## config.mk

```make
export PLATFORM = sky130hd
export DESIGN_NAME = e_alloc
export DESIGN_NICKNAME = d
export VERILOG_FILES = /design/src/rtl/e_alloc.sv
export SDC_FILE = /design/constraint.sdc
export NUM_CORES = 1
export LEC_CHECK = 0
export CAP_MARGIN = 20
export CORE_MARGIN = 5
export CORE_UTILIZATION = 64
export CTS_BUF_LIST = sky130_fd_sc_hd__clkbuf_2 sky130_fd_sc_hd__clkbuf_4 sky130_fd_sc_hd__clkbuf_8
export DETAILED_ROUTE_END_ITERATION = 7
export HOLD_SLACK_MARGIN = 0.12
export PLACE_DENSITY = 0.95
export SYNTH_ARGS = -nofsm -noshare
export SYNTH_HDL_FRONTEND = slang
export SYNTH_SLANG_ARGS = --single-unit
```

## constraint.sdc

```tcl
create_clock -name clk -period 7.2 [get_ports clk]
set_input_delay 0.72 -clock clk [delete_from_list [all_inputs] [get_ports clk]]
set_output_delay 0.72 -clock clk [all_outputs]
set_load 0.02 [all_outputs]
```

## src/rtl/e_alloc.sv

```systemverilog
// Registered W-slot allocator: circular find-first-zero over a busy vector,
// with an optional round-robin search pointer and a sticky illegal-free flag.
module e_alloc #(
  parameter int W     = 32,
  parameter int RR_EN = 1,
  parameter int IW    = $clog2(W),
  parameter int CW    = $clog2(W + 1)
) (
  input  logic          clk,
  input  logic          rst,
  input  logic          alloc_vld_i,
  output logic          alloc_rdy_o,
  output logic [IW-1:0] alloc_id_o,
  input  logic          free_vld_i,
  input  logic [IW-1:0] free_id_i,
  output logic [W-1:0]  busy_o,
  output logic [CW-1:0] count_o,
  output logic          full_o,
  output logic          empty_o,
  output logic          err_o
);

  localparam logic [IW:0]   W_X     = (IW + 1)'(W);
  localparam logic [IW-1:0] LAST_ID = IW'(W - 1);
  localparam logic [CW-1:0] W_C     = CW'(W);

  logic [W-1:0]  busy_q, busy_d;
  logic [IW-1:0] ptr_q, ptr_d;
  logic [CW-1:0] count_q, count_d;
  logic          full_q, full_d;
  logic          empty_q, empty_d;
  logic          err_q, err_d;

  logic [IW-1:0] grant_id;
  logic [IW:0]   search_idx;
  logic          fire;
  logic          free_in_range;
  logic          free_legal;
  logic          free_bad;

  // Search walks the ring from the far end back toward ptr, so the last free
  // slot written is the first one met in ptr, ptr+1, ..., ptr-1 order.
  always_comb begin
    grant_id   = '0;
    search_idx = '0;
    for (int i = W - 1; i >= 0; i--) begin
      search_idx = {1'b0, ptr_q} + (IW + 1)'(i);
      if (search_idx >= W_X) search_idx = search_idx - W_X;
      if (!busy_q[search_idx[IW-1:0]]) grant_id = search_idx[IW-1:0];
    end
  end

  // Handshake: an allocation transfers in any cycle where alloc_vld_i and
  // alloc_rdy_o are both high; alloc_id_o is the slot taken in that cycle.
  // A requester seeing alloc_rdy_o low simply holds alloc_vld_i. Frees have
  // no ready and are always consumed in the cycle they are presented.
  assign fire          = alloc_vld_i && !full_q;
  assign free_in_range = (free_id_i <= LAST_ID);
  assign free_legal    = free_vld_i && free_in_range && busy_q[free_id_i];
  assign free_bad      = free_vld_i && !free_legal;

  always_comb begin
    busy_d = busy_q;
    if (fire)       busy_d[grant_id]  = 1'b1;
    if (free_legal) busy_d[free_id_i] = 1'b0;

    ptr_d = ptr_q;
    if (RR_EN != 0 && fire) ptr_d = (grant_id == LAST_ID) ? '0 : grant_id + IW'(1);

    case ({fire, free_legal})
      2'b10:   count_d = count_q + CW'(1);
      2'b01:   count_d = count_q - CW'(1);
      default: count_d = count_q;
    endcase

    full_d  = (count_d == W_C);
    empty_d = (count_d == '0);
    err_d   = err_q | free_bad;
  end

  always_ff @(posedge clk) begin
    if (rst) begin
      busy_q  <= '0;
      ptr_q   <= '0;
      count_q <= '0;
      full_q  <= 1'b0;
      empty_q <= 1'b1;
      err_q   <= 1'b0;
    end else begin
      busy_q  <= busy_d;
      ptr_q   <= ptr_d;
      count_q <= count_d;
      full_q  <= full_d;
      empty_q <= empty_d;
      err_q   <= err_d;
    end
  end

  assign alloc_rdy_o = !full_q;
  assign alloc_id_o  = grant_id;
  assign busy_o      = busy_q;
  assign count_o     = count_q;
  assign full_o      = full_q;
  assign empty_o     = empty_q;
  assign err_o       = err_q;

endmodule
```

### Word level (Yosys, flattened, before mapping)

Index checks and enable logic that the tools add are counted.

* register bits after elaboration: 46
* memory bits (read-only): 0
* bits of input ports: 9
* bits in latches: 0
* memories: 0
* output and inout port bits: 47
* bits in writable memories: 0

* reductions and logical operators: 9
* divide/modulo/power cells: 0
* shift operators: 0
* multiplexer cells: 138
* magnitude comparators: 69
* $mul: 0
* $add $sub $neg: 66
* bitwise gates (word level): 4
* equal/unequal tests: 4

Operators with widths (count)
* two-way mux 5 bit: 65
* < comparator 5 x 6 -> 1 bit (second input constant): 34
* greater-or-equal comparator 6 bit (second input constant): 31
* binary-select mux 1 bit (select 5 bit): 33
* subtractor 5 x 1 -> 5 bit (second input constant): 32
* adder 5 x 5 -> 6 bit (second input constant): 16
* two-way mux 32 bit: 2
* adder 5 x 4 -> 6 bit (second input constant): 8
* two-way mux 1 bit: 35
* bitwise AND 32 bit: 1
* inverter 32 bit: 1
* OR 32 bit: 1
* adder 5 x 3 -> 6 bit (second input constant): 4
* adder 5 x 2 -> 6 bit (second input constant): 2
* one-hot mux 6 bit (2 select lines): 1
* demux 1 bit (select 5 bit): 2
* greater-or-equal comparator 5 x 1 -> 1 bit (second input constant): 2
* adder 5 x 1 -> 6 bit (second input constant): 1
* adder 6 x 1 -> 6 bit (second input constant): 1
* equality test 6 bit (second input constant): 1
* greater-or-equal comparator 5 x 6 -> 1 bit (second input constant): 1
* logical AND 1 bit: 6
* zero test 6 bit: 1
* subtractor 6 x 1 -> 6 bit (second input constant): 1
* 7 further kinds: 8

### Depth between registers and ports, before layout

* depth in word-level cells: 45
* gate-level depth with buffers: 27

### Worst setup path after synthesis

Ideal clock, no wire load.

* kind: register to register
* from: register ptr_q[0]
* to: register busy_q[31] (netlist: busy_o[31])
* period minus slack after synthesis: 5804 ps
* stages on the path, launching flop included: 24
* slack: 1396 ps
* arrival: 5709 ps
* path buffers: 8
* setup time: 95 ps
* cell sequence: dfxtp_1 buf_6 inv_2 buf_6 buf_4 buf_2 ha_1 buf_4 buf_6 buf_6 buf_2 mux4_2 mux4_2 mux2i_1 or3_1 a22oi_1 nor3b_1 a21oi_1 a221o_1 a31oi_1 ha_1 and3_1 nand3_1 a221oi_1

* cells in the longest elaborated chain, start to end: 45

Ends and longest elaborated chain
* from (decl): line 28 `logic [IW-1:0] ptr_q, ptr_d;`
* from (signal assigned): line 91 `ptr_q <= ptr_d;`
* adder 5 x 5 -> 6 bit: line 47 `search_idx = {1'b0, ptr_q} + (IW + 1)'(i);`
* subtractor 5 x 1 -> 5 bit or greater-or-equal comparator 6 bit (tied branches): line 48 `if (search_idx >= W_X) search_idx = search_idx - W_X;`
* two-way mux 5 bit: line 48
* binary-select mux 1 bit (select 5 bit): line 49 `if (!busy_q[search_idx[IW-1:0]]) grant_id = search_idx[IW-1:0];`
* two-way mux 1 bit (not written as such): line 49
* two-way mux 5 bit (31 in a row): line 49
* two-way mux 5 bit (*): line 49
* net alloc_id_o[1]: line 13 `output logic [IW-1:0] alloc_id_o,`
* < comparator 5 x 6 -> 1 bit (not written as such) or greater-or-equal comparator 5 x 1 -> 1 bit (tied branches): line 64 `if (fire) busy_d[grant_id] = 1'b1;`
* logical AND 1 bit (not written as such): line 64
* two-way mux 1 bit (not written as such): line 64
* demux 1 bit (select 5 bit) (*): line 64
* OR 32 bit (no source line) (*)
* two-way mux 32 bit (*): line 64
* bitwise AND 32 bit (no source line)
* two-way mux 32 bit (*): line 65 `if (free_legal) busy_d[free_id_i] = 1'b0;`
* to (signal assigned): line 90 `busy_q <= busy_d;`
* to (decl): line 27 `logic [W-1:0] busy_q, busy_d;`

Mark *: on every way through the listed nets, which the timed path passes. The rest lies on a longest branch. The select of a mux whose other input is x is not followed.
A chain may end at the register's enable or synchronous reset.

### Worst setup path in the final report

* from: register ptr_q[2]
* to: output port alloc_id_o[3]

* cells in the longest elaborated chain, start to end: 37

Ends and longest elaborated chain (line)
* adder 5 x 5 -> 6 bit: 47
* subtractor 5 x 1 -> 5 bit or greater-or-equal comparator 6 bit (tied branches): 48
* two-way mux 5 bit: 48
* binary-select mux 1 bit (select 5 bit): 49
* two-way mux 1 bit (not written as such): 49
* two-way mux 5 bit (31 in a row): 49
* two-way mux 5 bit (*): 49
* to (decl): 13

Every way passes the cells marked *; elsewhere a longest branch is shown, timed or not. The select of a mux whose other input is x is not followed.

==> flow_summary.ini <==
[die]
chipHeight_um = 132
start_util = 0.653
rows = 44
ios = 56
coreArea_mm2 = 0.0146
die_width_um = 132
die_area_mm2 = 0.0174

[cts]
cts_tree = built
ctsLongestPathBuffers = 2
clk_pin_slew_worst_paths_ns = 0.09
htree_levels = 2
clockRootBuffer = clkbuf_8
clock-sinks = 46
insertion_delay_ns = 0.33
cts_made_buffers = 5
postCtsSetupRepairBufs = 0

[logic_synthesis]
syn_area_per_cell_um2 = 8.80
synth_seq_cells = 46
seq_area_frac_synth = 0.0966
synth_flop_cell = dfxtp_1
yosys.area_share.simple = 0.131
synth_compound_area_frac = 0.208
synthesis.area_mm2 = 0.00953
netlist_instances = 1083
synth_edf_count = 0
synth.net_count = 1115
yosysWarnings = 0
synth_top_family_by_area = multiplexers
synthArstFlopShare = 0
synth_xor_area_frac = 0.0395
synthDistinctLibCells = 78
synth-adder-area-share = 0.0310
synth.area.mux_share = 0.424

[drt]
drt_wl_total_mm = 38.4
wire_per_inst_um = 30.5
drt_iter0_drc = 2217
vias = 10640
via_per_inst = 8.46
drc = 7
ant_nets = 0
drtPass1Iterations = 8

[sta]
min_period_over_period = 0.937
hold_viol_final = 0
finalClockSkew_ns = 0.0142
worst_pin_slew_ns = 1.23
min_period_ns = 6.74
final.setup.tns_ns = 0
slew_viol_final = 0
finalSetupViolations = 0
clock.fmax_ghz = 0.148
fin_hold_ws_ns = 0.491
rsz0062_at_grt = false
setup_slack_ns = 0.457
relSlewSlack = 0.178

[power_and_ir_drop]
swShare = 0.560
power.internal_mw = 1.10
finalPower_mw = 2.50
p_per_area_mw_per_mm2 = 247
seqPwrFrac = 0.143
power_frac_comb = 0.789
net-switching-power_mw = 1.40
clkPwrFrac = 0.067
p_leak_nw = 3.46
vdd_drop_max_v = 0.000228

[placement]
hpwl_mm = 26.4
portBuffers = 55
placed_area_mm2 = 0.00999
gp_congestion = 1.11
dp_cells = 1247
pre_cts_ws_ns = 0.875

[global_route]
overflow = 0
track_usage = 0.420
antenna_found_initial = 3
grt_pass1_wl_mm = 58.3
grt_pass1_vias = 10237
grt_max_degree = 56

[final_layout]
n_fill_cell = 1092
stdcell_area_mm2 = 0.0101
fin_util = 0.694
layout-drive-gt1-share = 0.192
fin_nets = 1104
area_growth_pct = 6.18
instances_no_fill = 1258

[worst_setup_path]
reg2reg_to = busy_o[7]
endpoint = alloc_id_o[3]
startpoint_type = flop
reg2reg_from = ptr_q[2]
worstSetupPathType = flop to output pin
arrival_ns = 6.02
path_max_fanout = 24
crit_path_end_kind = output pin
crit_required_ns = 6.48
reg2reg_slack_ns = 0.95
reg2reg_depth = 20
crit_start = ptr_q[2]

[run_status]
violations = design-rule violations
status = finished with violations

[worst_hold_path]
holdCritPathClass = flop to flop
hp-start = err_o

[run]
cap_violations = 0
area by class of cell:
type | instances | area, um2 | area share
clock inverters | 3 | 21.3 | 0.00210
repair buffers | 84 | 785 | 0.0775
flip-flops and latches | 46 | 926 | 0.0915
multi-input cells | 901 | 7960 | 0.786
diodes | 1 | 2.50 | 0.000247
clock buffers | 5 | 68.8 | 0.00680
inverters | 34 | 128 | 0.0126
well taps | 184 | 230 | 0.0228
cell usage after synthesis, types with 4 or more instances:
library cell | count | area (um2)
a211oi_1 | 27 | 203
a21boi_0 | 9 | 67.6
a21oi_1 | 86 | 430
a221oi_1 | 5 | 43.8
a22oi_1 | 11 | 82.6
a311oi_1 | 8 | 70.1
a31oi_1 | 8 | 50.1
and3_1 | 4 | 25.0
buf_1 | 5 | 18.8
buf_2 | 15 | 75.1
buf_4 | 7 | 52.6
buf_6 | 9 | 101
buf_8 | 4 | 60.1
clkbuf_1 | 62 | 233
dfxtp_1 | 46 | 921
ha_1 | 22 | 275
inv_1 | 30 | 113
mux2_2 | 48 | 541
mux2i_1 | 105 | 1050
mux4_2 | 104 | 2340
nand2_1 | 101 | 379
nand3_1 | 18 | 90.1
nand4_1 | 6 | 37.5
nor2_1 | 83 | 312
nor2b_1 | 13 | 81.3
nor3_1 | 22 | 110
nor3b_1 | 6 | 45.0
nor4_1 | 4 | 25.0
o2111ai_1 | 5 | 43.8
o211ai_1 | 15 | 113
o21a_1 | 12 | 90.1
o21ai_0 | 45 | 225
o21bai_1 | 5 | 37.5
o221ai_1 | 8 | 70.1
o22ai_1 | 10 | 62.6
o41ai_1 | 4 | 35.0
or3_1 | 5 | 31.3
xnor2_1 | 34 | 298
xor2_1 | 9 | 78.8
flip-flops by register name, indices dropped and copies added (netlist names):
name	cells
busy_o	32
count_o	6
ptr_q	5
empty_o	1
err_o	1
full_o	1
repair_timing:
item	CTS	global route
endpoints found under the setup margin	0	1
hold endpoints to repair	0	0
hold buffers	0	0
gates resized for setup	0	1
routing by layer:
| layer | up-vias | part of all wire | global-route usage | routed length [um] |
|---|---|---|---|---|
| li1 | 4185 | - | - | - |
| met1 | 4814 | 0.31 | 0.511 | 12000 |
| met2 | 1235 | 0.41 | 0.603 | 15600 |
| met3 | 404 | 0.18 | 0.174 | 6910 |
| met4 | 2 | 0.10 | 0.289 | 3820 |
| met5 | - | 0.00047 | 0 | 18 |
power groups by stage:
stage | combinational (mW) | clock [mW] | sequential, mW
3_5_place_dp | 1.84 | 0 | 0.355
4_1_cts | 1.86 | 0.168 | 0.349
5_1_grt | 2.05 | 0.177 | 0.359
3_3_place_gp | 1.81 | 0 | 0.352
6_report | 1.98 | 0.169 | 0.359
2_1_floorplan | 1.44 | 0 | 0.311
how the worst min path moves through the flow:
stage               depth (start not counted)  slack, ns    end
global route                                2       0.54  err_o
floorplan                                   2       0.57  err_o
finish                                      2       0.49  err_o
global placement                            2       0.45  err_o
detailed placement                          2       0.48  err_o
CTS                                         2       0.49  err_o
critical path, stage by stage (launching register included):
cell and delay (ns):
dfxtp_1 0.36, buf_4 0.28, inv_1 0.44, ha_1 1.04
inv_1 0.46, mux4_2 0.50, mux2i_2 0.42, nor2b_1 0.19
o211ai_1 0.17, and3b_1 0.20, a211oi_1 0.30, o41ai_1 0.16
a311o_1 0.42, buf_4 0.19, clkdlybuf4s50_1 0.55
cells by family after synthesis:
group / count (synthesis)
AOI/OAI and AO/OA: 297
and+or+nand+nor: 276
muxes: 262
buffers and inverters: 136
DFF: 46
xor gates and xnor gates: 43
adders and majority gates: 23
placed cells by master, fill, tap and decap left out, types with 6 or more instances in the layout:
cell,Yosys,layout
a21oi_1,86,86
o221ai_1,8,8
inv_1,30,30
xnor2_1,34,32
nor2b_1,13,13
mux4_2,104,104
nor3_1,22,22
ha_1,22,21
o21ai_0,45,45
mux2_2,48,48
a22oi_1,11,11
a211oi_1,27,27
a21boi_0,9,9
o21a_1,12,12
a311oi_1,8,8
buf_4,7,27
a31oi_1,8,8
mux2i_1,105,105
clkdlybuf4s50_1,0,55
nor2_1,83,83
dfxtp_1,46,44
nand4_1,6,6
xor2_1,9,9
nor3b_1,6,6
o22ai_1,10,10
nand3_1,18,18
nand2_1,101,101
o211ai_1,15,15
Power figures use the tool's default switching activity.
